File: config.mk
export PLATFORM = sky130hd
export DESIGN_NAME = mult_issue_ctrl
export DESIGN_NICKNAME = d
export VERILOG_FILES = /design/src/rtl/mult_pkg.sv /design/src/rtl/mult_result_fmt.sv /design/src/rtl/mult_issue_ctrl.sv
export SDC_FILE = /design/constraint.sdc
export NUM_CORES = 1
export LEC_CHECK = 0
export ABC_AREA = 0
export ABC_CLOCK_PERIOD_IN_PS = 2900
export CAP_MARGIN = 20
export CORE_AREA = 2 2 153 155
export DETAILED_ROUTE_END_ITERATION = 10
export DIE_AREA = 0 0 155 157
export GPL_TIMING_DRIVEN = 1
export PLACE_DENSITY = 0.79
export SETUP_SLACK_MARGIN = 0.5
export SLEW_MARGIN = 20
export SYNTH_ARGS = -nofsm -noshare
export SYNTH_HDL_FRONTEND = slang
export SYNTH_SLANG_ARGS = --single-unit
File: constraint.sdc
create_clock -name clk -period 2.9 [get_ports clk]
set_clock_uncertainty 0.05 [all_clocks]
set_input_delay 0.58 -clock clk [delete_from_list [all_inputs] [get_ports clk]]
set_output_delay 0.58 -clock clk [all_outputs]
set_load 0.05 [all_outputs]
File: src/rtl/mult_pkg.sv
// Shared types and defaults for the multiplier issue controller.
// Op encoding, controller states, request bundle and the 32-bit sign-extend helper.
package mult_pkg;

   typedef enum logic {
      MUL  = 1'b0,
      MULW = 1'b1
   } mult_op_t;

   typedef enum logic [1:0] {
      IDLE = 2'd0,
      BUSY = 2'd1,
      DONE = 2'd2
   } mult_state_t;

   localparam int unsigned DEF_MUL_LATENCY = 3;
   localparam int unsigned DEF_CNT_W       = 2;

   typedef struct packed {
      mult_op_t    op;
      logic        is_signed;
      logic [63:0] a;
      logic [63:0] b;
   } mult_req_t;

   function automatic logic [63:0] sext32(input logic [31:0] v);
      return {{32{v[31]}}, v};
   endfunction

endpackage

File: src/rtl/mult_result_fmt.sv
// Formats the raw low-64 product for the response channel.
// MULW results are the sign-extended low word; MUL passes the product through.
module mult_result_fmt
   import mult_pkg::*;
(
   input  mult_op_t    op,
   input  logic [63:0] raw,
   output logic [63:0] data
);

   always_comb begin
      data = raw;
      if (op == MULW) begin
         data = sext32(raw[31:0]);
      end
   end

endmodule

File: src/rtl/mult_issue_ctrl.sv
// Issue/response controller for the handshake-less 64x64 multiplier datapath.
// One op in flight: operands held for MUL_LATENCY cycles, product captured, result returned.
module mult_issue_ctrl
   import mult_pkg::*;
#(
   parameter int unsigned MUL_LATENCY = DEF_MUL_LATENCY,
   parameter int unsigned CNT_W       = DEF_CNT_W
) (
   input  logic        clk,
   input  logic        reset,
   input  logic        flush,
   input  logic        req_valid,
   output logic        req_ready,
   input  mult_op_t    req_op,
   input  logic        req_signed,
   input  logic [63:0] req_a,
   input  logic [63:0] req_b,
   output logic        resp_valid,
   input  logic        resp_ready,
   output logic [63:0] resp_data,
   output logic [63:0] mul_a,
   output logic [63:0] mul_b,
   output logic        mul_is_signed,
   input  logic [63:0] mul_c
);

   mult_state_t      state_q, state_d;
   logic [CNT_W-1:0] cnt_q, cnt_d;
   logic [63:0]      mul_a_q, mul_a_d;
   logic [63:0]      mul_b_q, mul_b_d;
   logic             mul_s_q, mul_s_d;
   mult_op_t         op_q, op_d;
   logic [63:0]      result_q, result_d;
   logic             accept;
   mult_req_t        req;

   assign req = '{op: req_op, is_signed: req_signed, a: req_a, b: req_b};

   always_comb begin
      state_d  = state_q;
      cnt_d    = cnt_q;
      mul_a_d  = mul_a_q;
      mul_b_d  = mul_b_q;
      mul_s_d  = mul_s_q;
      op_d     = op_q;
      result_d = result_q;

      req_ready = ((state_q == IDLE) || ((state_q == DONE) && resp_ready)) && !flush;
      accept    = req_valid && req_ready;

      if (flush) begin
         state_d  = IDLE;
         cnt_d    = '0;
         result_d = '0;
      end else begin
         case (state_q)
            IDLE: ;
            BUSY: begin
               if (cnt_q == '0) begin
                  result_d = mul_c;
                  state_d  = DONE;
               end else begin
                  cnt_d = cnt_q - CNT_W'(1);
               end
            end
            DONE: begin
               if (resp_ready) begin
                  state_d = IDLE;
               end
            end
            default: state_d = IDLE;
         endcase

         // A DONE->BUSY accept overrides the drain to IDLE, giving back-to-back issue.
         if (accept) begin
            op_d    = req.op;
            state_d = BUSY;
            cnt_d   = CNT_W'(MUL_LATENCY - 1);
            if (req.op == MULW) begin
               mul_a_d = sext32(req.a[31:0]);
               mul_b_d = sext32(req.b[31:0]);
               mul_s_d = 1'b1;
            end else begin
               mul_a_d = req.a;
               mul_b_d = req.b;
               mul_s_d = req.is_signed;
            end
         end
      end
   end

   always_ff @(posedge clk or negedge reset) begin
      if (!reset) begin
         state_q  <= IDLE;
         cnt_q    <= '0;
         mul_a_q  <= '0;
         mul_b_q  <= '0;
         mul_s_q  <= 1'b0;
         op_q     <= MUL;
         result_q <= '0;
      end else begin
         state_q  <= state_d;
         cnt_q    <= cnt_d;
         mul_a_q  <= mul_a_d;
         mul_b_q  <= mul_b_d;
         mul_s_q  <= mul_s_d;
         op_q     <= op_d;
         result_q <= result_d;
      end
   end

   assign resp_valid    = (state_q == DONE);
   assign mul_a         = mul_a_q;
   assign mul_b         = mul_b_q;
   assign mul_is_signed = mul_s_q;

   mult_result_fmt u_fmt (
      .op   (op_q),
      .raw  (result_q),
      .data (resp_data)
   );

endmodule

==> results of run 1 <==
final cells by class:
type	instances	area share
clock buffers	18	0.0328
repair buffers	415	0.335
flip-flops and latches	198	0.370
well taps	285	0.0266
multi-input cells	309	0.199
clock inverters	12	0.00887
inverters	102	0.0286
state kept, by name (all words and copies together) (netlist names):
register and count:
mul_b 64, mul_is_signed 1, cnt_q 2, state_q 2
mul_a 64, result_q 64, op_q 1
power by group:
| part | internal, mW | switching [mW] |
|---|---|---|
| sequential | 3.25 | 0.278 |
| combinational | 1.55 | 2.51 |
| clock | 1.15 | 1.15 |
| total | 5.95 | 3.94 |
kinds of logic (layout without fill, tap and decap cells):
family,count (synthesis),after routing,share of synthesized area
buffers and inverters,181,547,0.0992
xor gates and xnor gates,1,1,0.00104
adders and majority gates,1,1,0.00148
muxes,131,131,0.175
and+or+nand+nor,11,11,0.00653
AOI/OAI and AO/OA,165,165,0.130
DFF,198,198,0.587
cells in the final DEF (no fill, tap or decap), drive strengths merged, types with 2 or more instances in the layout:
cell type	synthesis	routed
a21o	2	2
o21ai	96	96
dfrtp	198	198
a22o	64	64
mux2i	2	2
nor2	2	2
inv	102	107
clkdlybuf4s50	0	357
clkbuf	30	19
clkinv	0	6
buf	49	56
nand2	4	4
mux2	129	129
critical path: stages:
cell	delay, ns
clkdlybuf4s50_1	0.46
buf_4	0.19
a211oi_2	0.27
buf_12	0.18
how the worst min path moves through the flow:
stage,endpoint,slack (ns),cells past startpoint
after floorplan,cnt_q[0]$_DFFE_PN0P_,0.23,0
after global placement,mul_a[7]$_DFFE_PN0P_,0.42,1
after detailed placement,mul_a[9]$_DFFE_PN0P_,0.42,1
after CTS,mul_b[56]$_DFFE_PN0P_,0.08,1
after global routing,mul_b[56]$_DFFE_PN0P_,0.09,1
final,mul_b[31]$_DFFE_PN0P_,0.07,1
stage by stage:
step | hold WS [ns] | area (sq um)
global placement | 0.416 | 12800
floorplan | 0.234 | 8440
detailed placement | 0.424 | 12800
global route | 0.0931 | 13400
finish | 0.0677 | 13400
CTS | 0.0765 | 13400
routing by layer:
layer	track usage	part of all wire
met3	0.0600	0.074
met4	0.0811	0.033
met5	0	0
met2	0.346	0.50
met1	0.234	0.39
repair_timing:
| action | 4_1_cts | 5_1_grt |
|---|---|---|
| buffers inserted | 0 | 0 |
| setup endpoints to repair | 24 | 15 |
| resized for setup | 5 | 1 |
==> metrics, run 1 <==
outcome completed; Hold Crit Class input pin to asynchronous set/reset pin; Overall Global Routing Usage 0.200; multi-input logic area 2660 sq um; clk sinks 198; full die area 24300 sq um; Final ANT Viol Nets 0; final worst slack 0.591 ns; diode count 0; clk slew on worst S/H paths 0.08 ns; Cells after Synth 688; Synth Net Count 888; Crit Path Max Fanout 5; Setup-failing EPs final 0; Worst setup SP type input pin; Crit Path Class input pin to primary output; Skew-Pair Late Insertion Delay 0.43 ns; Post-synth top cells dfrtp_1 (198), inv_1 (102), o21ai_0 (96), mux2_2 (87), a22o_1 (64); Crit. End Element primary output; Yosys reg bits 198; Routability Congestion 0.776; final hold vios 0; storage element area 4950 sq um; fin crit share 0.796; Die Y 157 um; # port buffers 393; asr flop ratio synth 1.00; worst path arrival time 1.68 ns; Rel. slew slack 0.525; depth of the most critical reg-to-reg path 6; setup_tns 0 ns; Req. time, crit path 2.27 ns; max frequency 0.433 GHz; Post-CTS Hold Fix Bufs 0; Yosys cell types 24; WL/cell 18.6 um; Core ar. 22500 sq um; routed vias 6532; crit path to req_ready; DR pass1 iterations 5; global-route wire length before repair 38100 um; H-Tree Level Count 4; RSZ-0062 raised after global routing no; Detail Placement HPWL 17900 um; most common cell in the synthesized netlist dfrtp_1; Post-synth EDFFs 0; Max IR drop VDD 410 uV; vias in the first global route 6955; Tightest Pin Transition 0.713 ns; drt total wl 24900 um; R2R Path Start cnt_q[0]$_DFFE_PN0P_; Max Slew Vio Count 0; Synth Cell Area 8440 sq um; Avg Inst Size Synth 12.3 sq um; register area share after synthesis 0.587; Chip Width 155 um; cts bufs inserted 17; DRT iter0 DRCs 306; min Tclk post-route 2.31 ns; Final #Nets 1243; Syn-to-layout area delta 58.8%; post-synth top area share 0.587; CP startpoint flush; initial antenna violation count 0; MaxCap Viol Count 0; area leader, netlist dfrtp_1; Pleak 5.87 nW; largest net degree at the start of global routing 67; reg-to-reg endpoint result_q[6]$_DFFE_PN0P_; Root Driver clkbuf_16; Layout Cells excl Fill 1339; drt drc 0; Pwr Total 9.89 mW; setup slack, reg-to-reg 0.97 ns; Placed Cells 1309; most frequently used flop master after synthesis dfrtp_1; synth top area cells dfrtp_1 (59%), mux2_2 (12%), a22o_1 (6.6%); post-layout util 0.595; synth warn 0; dpl ws 0.295 ns; PwrDens 739 nW/um^2; fillcell total 1823; mean number of vias per cell 4.88; row count 55; Top Ports 394; TritonCTS clock tree built; Starting Density 0.375; largest buffer count on any clock path 2; share of cells above drive strength 1 0.170; grt ovf 0
Note: power is estimated with default switching activity, not from simulation.
==> run 2, diff against run 1 <==
Settings changed: ABC_CLOCK_PERIOD_IN_PS 2900 to 2000, PLACE_DENSITY 0.79 to 0.82.
Clock period 2.9 ns to 2 ns, I/O delays scaled along.
==> run 2 against run 1 <==
Net effect:
- the run now ends with setup timing left
- sequential share of layout area fell by 5.4 points
- sequential power rose by 50%
- hold slack improved by 0.31 ns
- cell count rose by 5.8%
- register-to-register slack got worse by 0.88 ns
- non-clock buffer count rose by 78
- critical path type is now flop to primary output
- count of clock-buffer cells in the layout did not move
- combinational power rose by 76%
- highest routed layer unchanged
- clock power rose by 45%
- largest power group unchanged
- global-route usage rose by 3.1 points
==> metrics, run 2 (synthesized netlist as in run 1, its figures left out) <==
min Tclk post-route 2.02 ns; Max Slew Vio Count 0 (unchanged); Routability Congestion 0.777 (was 0.776); max frequency 0.495 GHz; CP startpoint op_q$_DFFE_PN0P_ (was flush); initial antenna violation count 0 (unchanged); MaxCap Viol Count 0 (unchanged); storage element area 4960 sq um (was 4950 sq um); final worst slack -0.0221 ns (was 0.591 ns); Crit Path Class flop to primary output (was input pin to primary output); Hold Crit Class input pin to flop (was input pin to asynchronous set/reset pin); Setup-failing EPs final 7 (was 0); drt drc 0 (unchanged); multi-input logic area 3540 sq um (was 2660 sq um); DR pass1 iterations 4 (was 5); H-Tree Level Count 4 (unchanged); depth of the most critical reg-to-reg path 7 (was 6); Cell Chain, Critical Path buf_16, o21ai_4, buf_12 (was clkdlybuf4s50_1, buf_4, a211oi_2, buf_12); Crit-path slowest cell dfrtp_4 (was clkdlybuf4s50_1); setup_tns -0.0555 ns (was 0 ns); Final #Nets 1321 (was 1243); # port buffers 393 (unchanged); Skew-Pair Late Insertion Delay 0.42 ns (was 0.43 ns); Detail Placement HPWL 18600 um (was 17900 um); switch share 0.397 (was 0.398); global-route wire length before repair 43600 um (was 38100 um); internal power 9.52 mW (was 5.95 mW); PwrDens 1000 nW/um^2 (was 739 nW/um^2); setup slack, reg-to-reg 0.09 ns (was 0.97 ns); Starting Density 0.375 (unchanged); clk slew on worst S/H paths 0.07 ns (was 0.08 ns); routed vias 7172 (was 6532); RSZ-0062 raised after global routing yes (was no); most common cell after layout, fill and taps aside dfrtp_1 (was clkdlybuf4s50_1); row count 55 (unchanged); Gate power share 0.454 (was 0.411); worst path arrival time 1.57 ns (was 1.68 ns); Crit. End Element primary output (unchanged); largest net degree at the start of global routing 60 (was 67); violated checks setup timing; Syn-to-layout area delta 86.2% (was 58.8%); fillcell total 1446 (was 1823); Pleak 7.38 nW (was 5.87 nW); vias in the first global route 7661 (was 6955); Final ANT Viol Nets 0 (unchanged); largest buffer count on any clock path 2 (unchanged); Placed Instance Area 13300 sq um (was 12800 sq um); Final Cell Area 15700 sq um (was 13400 sq um); Seq pwr share 0.335 (was 0.357); outcome complete, but fails checks (was completed); grt ovf 0 (unchanged); full die area 24300 sq um (unchanged); clk sinks 198 (unchanged); Clock power frac 0.211 (was 0.233); DRT iter0 DRCs 326 (was 306); largest stage delay on the critical path 0.57 ns (was 0.46 ns); Chip Width 155 um (unchanged); Max IR drop VDD 662 uV (was 410 uV); Psw 6.26 mW (was 3.94 mW); WL/cell 21.5 um (was 18.6 um); Crit Path Max Fanout 16 (was 5); drt total wl 30500 um (was 24900 um); reg-to-reg endpoint mul_b[46]$_DFFE_PN0P_ (was result_q[6]$_DFFE_PN0P_); Root Driver clkbuf_16 (unchanged); Tightest Pin Transition 0.550 ns (was 0.713 ns); R2R Path Start state_q[1]$_DFFE_PN0P_ (was cnt_q[0]$_DFFE_PN0P_); Core ar. 22500 sq um (unchanged); most frequent cells in the layout dfrtp_1 (194), clkdlybuf4s50_1 (193), mux2_4 (128) (was clkdlybuf4s50_1 (357), dfrtp_1 (198), inv_1 (102)); fin crit share 1.01; Req. time, crit path 1.55 ns (was 2.27 ns); TritonCTS clock tree built (unchanged); mean number of vias per cell 5.06 (was 4.88); Overall Global Routing Usage 0.231 (was 0.200); Worst setup SP type flop (was input pin); diode count 0 (unchanged); share of cells above drive strength 1 0.443 (was 0.170); cts bufs inserted 17 (unchanged); Die Y 157 um (unchanged); final hold vios 0 (unchanged); Top Ports 394 (unchanged); crit path to resp_data[40] (was req_ready); Rel. slew slack 0.634 (was 0.525)
run 2: changes by cell type in the layout (fill, tap and decap cells not counted), sizes merged:
cell           change
dlymetal6s2s       +2
clkinvlp           +2
clkdlybuf4s50    -164
inv                -2
clkbuf            +11
dlygate4sd3        +1
buf              +228
run 2: area by class of cell:
cell class	instances	area share
Timing Repair Buffer	493	0.376
Tap cell	285	0.0227
Clock inverter	12	0.00773
Clock buffer	18	0.0280
Inverter	102	0.0244
Multi-Input combinational cell	309	0.225
Sequential cell	198	0.316
run 2: worst min path at each step:
stage / startpoint / to / slack, ns / cells after the start
after floorplan: reset / cnt_q[0]$_DFFE_PN0P_ / 0.05 / 0
after global placement: reset / mul_a[27]$_DFFE_PN0P_ / 0.38 / 1
after detailed placement: reset / mul_a[27]$_DFFE_PN0P_ / 0.39 / 1
after CTS: mul_a[22]$_DFFE_PN0P_ / mul_a[22]$_DFFE_PN0P_ / 0.44 / 1
after global routing: resp_ready / state_q[1]$_DFFE_PN0P_ / 0.38 / 5
final: resp_ready / state_q[1]$_DFFE_PN0P_ / 0.38 / 5
run 2: timing repair:
item,in CTS,in global routing
pin swaps,4,18
buffers inserted,20,18
hold buffers,1,0
setup endpoints to repair,334,330
hold endpoints to repair,51,0
cloned,14,12
resized for setup,751,146
run 2: critical path, delay by kind of cell (launching register included):
family / cells / cell delay [ns]
buf+inv: 2 / 0.38
compound gates: 1 / 0.20
flops: 1 / 0.57
run 2: power groups by stage:
stage / clock [mW] / sequential (mW) / combinational (mW)
global route: 3.58 / 5.36 / 7.40
floorplan: 0 / 7.32 / 1.60
finish: 3.33 / 5.28 / 7.16
CTS: 3.40 / 5.18 / 6.64
detailed placement: 0 / 5.20 / 6.10
global placement: 0 / 5.16 / 6.03
run 2: per-layer routing:
layer | routed length [um] | up-vias | global-route usage
met5 | 0 | - | 0
met4 | 1040 | 0 | 0.0869
met3 | 2220 | 73 | 0.0683
met1 | 11400 | 3598 | 0.273
met2 | 15800 | 342 | 0.401
li1 | - | 3159 | -
run 2: through the flow:
stage,utilization,instances,worst slack (ns),power [mW],hold slack [ns]
after global placement,0.590,1322,-0.309,11.2,0.385
after detailed placement,0.590,1322,-0.320,11.3,0.388
after CTS,0.657,1387,-0.0352,15.2,0.444
final,0.698,1417,-0.0221,15.8,0.380
after floorplan,-,688,0.235,8.92,0.0544
after global routing,0.698,1417,-0.0748,16.3,0.375
==> RTL edit 1 (settings of run 1) <==
Take the reset off `result_q` and load it in a clocked block of its own.
--- a/src/rtl/mult_issue_ctrl.sv
+++ b/src/rtl/mult_issue_ctrl.sv
@@ -97,7 +97,6 @@
          mul_b_q  <= '0;
          mul_s_q  <= 1'b0;
          op_q     <= MUL;
-         result_q <= '0;
       end else begin
          state_q  <= state_d;
          cnt_q    <= cnt_d;
@@ -105,8 +104,11 @@
          mul_b_q  <= mul_b_d;
          mul_s_q  <= mul_s_d;
          op_q     <= op_d;
-         result_q <= result_d;
       end
+   end
+
+   always_ff @(posedge clk) begin
+      result_q <= result_d;
    end
 
    assign resp_valid    = (state_q == DONE);
Formal check against the unedited RTL: not equivalent (a bounded check fails within 10 cycles, from zero or initial values and one cycle with reset low; the reset may be asserted at any time).
==> RTL edit 1 against run 1 <==
Sequential share of layout area fell by 2.7 points. Cell area rose by 0.78%. Non-clock buffer count fell by 8. Power rose by 2.3%. Wire length rose by 0.75%. Sequential cell count did not move. Critical path type is now register to primary output. Largest cell class unchanged. Setup slack improved by 0.028 ns. Area after synthesis rose by 2.8%.
==> RTL edit 1: results <==
group,metric,value,unit
clock_network,clock_latency,0.41,ns
global_route,grt_pass1_vias,7111,
yosys,synthArstFlopShare,0.677,
routing,route.vias.total,6944,
global_route,track_usage,0.201,
placement,pre_cts_ws,0.381,ns
yosys,yosysMostFrequentCell,"dfrtp_1",
clock_network,htree_levels,4,
routing,via_per_inst,4.75,
yosys,synth_nets,1024,
clock_network,clkTransAtPathRegs,0.08,ns
min_path,hold_path_class,"primary input to async pin",
pwr,switching_share,0.397,
finish,fin_nets,1362,
routing,initialDrtViolationCount,256,
clock_network,numCtsBuffers,17,
placement,dpl.hpwl,18000,um
yosys,yosys.cell_types.count,28,
run_status,outcome,"complete, no violations",
yosys,synthTopCellsByArea,"dfrtp_1 39%, dfxtp_1 15%, mux2_4 12%, mux2_2 6.8%, nand2_1 5.7%",
yosys,syn_area_per_cell,10.5,um^2
setup_path,crit_family,"buffers and inverters",
clock_network,cts_root_buf,"clkbuf_16",
sta,slew_headroom,0.507,
finish,drive_above_1_share,0.175,
yosys,ys_top_cells_by_count,"134 x dfrtp_1, 131 x nand2_1, 100 x inv_1",
setup_path,r2r_cells,4,
placement,port_buffers,393,
placement,gp_congestion,0.787,
yosys,ys_seq_area_frac,0.534,
setup_path,crit_fanout,2,
pwr,p_leak,0.00581,uW
global_route,antenna_found_initial,1,
global_route,grt_max_degree,75,
setup_path,slowest_delay,0.83,ns
routing,dr.pass1.iters,4,
clock_network,clockBufferDepth,2,
yosys,yosysWarningCount,0,
routing,drt-total-wl,25000,um
global_route,grt_pass1_wl,38700,um
yosys,synth_edf_count,0,
setup_path,critical-path-slowest-cell,"clkdlybuf4s50_1",
finish,n_fill_cell,1826,
finish,final_common_cell,"clkdlybuf4s50_1",
pwr,irDropWorstVdd,358,uV
RTL edit 1: final cells by class:
class	count	area, um^2	area share
well taps	285	357	0.0264
clock inverters	14	141	0.0105
inverters	100	375	0.0278
diodes	1	2.50	0.000185
flip-flops and latches	198	4630	0.343
multi-input cells	438	3150	0.233
clock buffers	18	429	0.0318
repair buffers	407	4410	0.327
RTL edit 1: per-layer routing:
metal	wire [um]	vias to the layer above	GRT usage	part of all wire
met5	13	-	0	0.00052
met4	726	2	0.0719	0.029
met3	1950	46	0.0666	0.078
met2	12400	283	0.342	0.50
met1	9900	3316	0.239	0.40
li1	-	3297	-	-
RTL edit 1: cells by family after synthesis:
family	Yosys count	share of synthesized area
adder cells (fa/ha/maj)	1	0.00144
flip-flops	198	0.534
AO/OA/AOI/OAI	165	0.0958
multiplexers	130	0.198
buffers and inverters	188	0.104
XOR/XNOR	1	0.00101
AND/OR/NAND/NOR	141	0.0651
RTL edit 1: power groups by stage:
stage          clock network, uW  registers (uW)  logic (uW)
2_1_floorplan                  0            5070        1150
3_3_place_gp                   0            3550        4240
3_5_place_dp                   0            3580        4300
4_1_cts                     2400            3530        4310
5_1_grt                     2490            3590        4460
6_report                    2310            3520        4280
RTL edit 1: final timing paths:
kind	startpoint	end	slack, ns
max in group asynchronous	reset	mul_b[8]$_DFFE_PN0P_	2.03
min in group clk	result_q[46]$_SDFFE_PP0P_	result_q[46]$_SDFFE_PP0P_	0.40
worst max register to register	state_q[1]$_DFFE_PN0P_	mul_b[48]$_DFFE_PN0P_	0.97
worst max-delay path	mul_a[29]$_DFFE_PN0P_	mul_a[29]	0.62
worst min-delay path	reset	mul_b[18]$_DFFE_PN0P_	0.07
worst min register to register	result_q[46]$_SDFFE_PP0P_	result_q[46]$_SDFFE_PP0P_	0.40
RTL edit 1: metrics by stage:
step                      hold slack (ns)  area (um^2)  power, uW
final                              0.0686        13500      10100
after global routing               0.0838        13500      10500
after CTS                          0.0843        13500      10200
after detailed placement            0.396        12900       7880
after global placement              0.391        12900       7790
after floorplan                     0.234         8680       6230
RTL edit 1: what timing repair did:
| action | CTS | global route |
|---|---|---|
| pin swaps | 0 | 0 |
| gates cloned | 0 | 0 |
| resized for setup | 2 | 1 |
| endpoints found under the setup margin | 5 | 23 |
| buffers inserted | 0 | 0 |
==> RTL edit 2 (settings of run 1) <==
Made on the original files. Set the package constant `DEF_CNT_W` to 4 (it was 2).
--- a/src/rtl/mult_pkg.sv
+++ b/src/rtl/mult_pkg.sv
@@ -14,7 +14,7 @@
    } mult_state_t;
 
    localparam int unsigned DEF_MUL_LATENCY = 3;
-   localparam int unsigned DEF_CNT_W       = 2;
+   localparam int unsigned DEF_CNT_W       = 4;
 
    typedef struct packed {
       mult_op_t    op;
Behaviour: same outputs for any inputs over 4 cycles, from zero or initial values and one cycle with reset low; that may be too few to reach the edited logic, so the function may still have changed.
==> RTL edit 2 against run 1 <==
Clock power rose by 3%. Setup slack lost 0.023 ns. Non-clock buffer count decreased by 7. Power rose by 4.2%. Sequential cell count increased by 2. Area after synthesis rose by 2.9%. Synthesized cell count rose by 2.5%. Cell area rose by 1.8%. Via count up 1.7%. First-iteration DRC count grew 7.8%. Wire length rose by 1.1%. Final cell count up 0.90%. Critical path type unchanged. Critical endpoint unchanged. Largest power group unchanged. Highest routed layer is now met5.
==> RTL edit 2: results <==
group,metric,value,unit
yosys,syn_area_per_cell,12.3,um^2
sta,tightest_slew,0.705,ns
global_route,grt_pass1_wl,38500,um
yosys,yosys.cell_types.count,28,
clock_network,clockBufferDepth,2,
placement,dp.cells,1319,
finish,n_antenna_cell,0,
placement,gp_congestion,0.810,
clock_network,htree_levels,4,
setup_path,critical-path-slowest-cell,"clkdlybuf4s50_1",
yosys,synth_nets,906,
pwr,irDropWorstVdd,411,uV
global_route,grt_pass1_vias,6873,
job,drv_cap,0,
yosys,yosysWarningCount,0,
clock_network,clock_latency,0.42,ns
yosys,synthTopCellsByArea,"dfrtp_1 58%, mux2_2 17%, a22o_2 6.9%, o21ai_0 5.8%, inv_1 4.4%",
global_route,track_usage,0.203,
routing,dr.pass1.iters,4,
routing,drt-total-wl,25100,um
clock_network,cts_setup_buffers,0,
clock_network,cts_root_buf,"clkbuf_16",
pwr,p_leak,0.00600,uW
routing,route.vias.total,6643,
placement,dpl.hpwl,17800,um
yosys,ys_seq_area_frac,0.577,
global_route,antenna_found_initial,2,
setup_path,crit_arrival,1.70,ns
setup_path,slowest_delay,0.42,ns
clock_network,clkTransAtPathRegs,0.08,ns
finish,drive_above_1_share,0.260,
clock_network,numCtsBuffers,17,
yosys,synthArstFlopShare,1.00,
run_status,outcome,"complete, no violations",
placement,port_buffers,393,
min_path,hold_path_class,"primary input to async pin",
yosys,ys_top_cells_by_count,"200 x dfrtp_1, 129 x mux2_2, 101 x inv_1",
setup_path,crit_fanout,3,
placement,pre_cts_ws,0.556,ns
routing,initialDrtViolationCount,330,
global_route,grt_max_degree,69,
routing,wl_per_cell,18.6,um
[RTL edit 2: worst max-delay path, delay by kind of cell]
kind / cells / cell delay, ns
buf+inv: 2 / 0.58
simple gates: 2 / 0.53
[RTL edit 2: final timing paths]
| path | from | end | slack, ns | depth (start not counted) |
|---|---|---|---|---|
| max in group asynchronous | reset | result_q[36]$_DFFE_PN0P_ | 1.96 | 2 |
| worst min-delay path | reset | result_q[20]$_DFFE_PN0P_ | 0.13 | 1 |
| worst max register to register | cnt_q[0]$_DFFE_PN0P_ | result_q[14]$_DFFE_PN0P_ | 0.84 | 6 |
| worst min register to register | mul_a[56]$_DFFE_PN0P_ | mul_a[56]$_DFFE_PN0P_ | 0.45 | 1 |
| worst max-delay path | flush | req_ready | 0.57 | 4 |
| min in group clk | mul_a[56]$_DFFE_PN0P_ | mul_a[56]$_DFFE_PN0P_ | 0.45 | 1 |
[RTL edit 2: per-layer routing]
| layer | wire length [um] | GRT usage | part of all wire | vias up |
|---|---|---|---|---|
| li1 | - | - | - | 3055 |
| met1 | 9880 | 0.243 | 0.39 | 3288 |
| met2 | 12400 | 0.342 | 0.49 | 273 |
| met3 | 2450 | 0.0834 | 0.098 | 25 |
| met4 | 360 | 0.0520 | 0.014 | 2 |
| met5 | 13 | 0 | 0.00052 | - |
[RTL edit 2: per-stage QoR]
step | instance area (um^2) | util | hold WS, ns
floorplan | 8680 | - | 0.234
global placement | 13000 | 0.580 | 0.437
detailed placement | 13000 | 0.580 | 0.441
CTS | 13600 | 0.605 | 0.128
global route | 13600 | 0.606 | 0.142
finish | 13600 | 0.606 | 0.129
[RTL edit 2: kinds of logic after synthesis]
| group | synth area share |
|---|---|
| flip-flops | 0.577 |
| AND/OR/NAND/NOR | 0.0133 |
| adder cells (fa/ha/maj) | 0.00288 |
| multiplexers | 0.167 |
| buffers and inverters | 0.100 |
| AO/OA/AOI/OAI | 0.140 |
[RTL edit 2: power breakdown]
group | internal, uW | switching, uW
registers | 3310 | 274
logic | 1680 | 2680
clock network | 1180 | 1190
total | 6160 | 4140
[RTL edit 2: what timing repair did]
action | CTS | global route
endpoints found under the setup margin | 15 | 54
hold endpoints to repair | 0 | 0
gates resized for setup | 3 | 2
[RTL edit 2: layout make-up]
| cell class | instances | area, um^2 |
|---|---|---|
| fill | 1771 | 8870 |
| sequential | 200 | 5000 |
| timing repair buffer | 408 | 4470 |
| multi-input combinational | 325 | 2840 |
| clock buffer | 20 | 447 |
| inverter | 101 | 379 |
| tap | 285 | 357 |
| clock inverter | 12 | 133 |
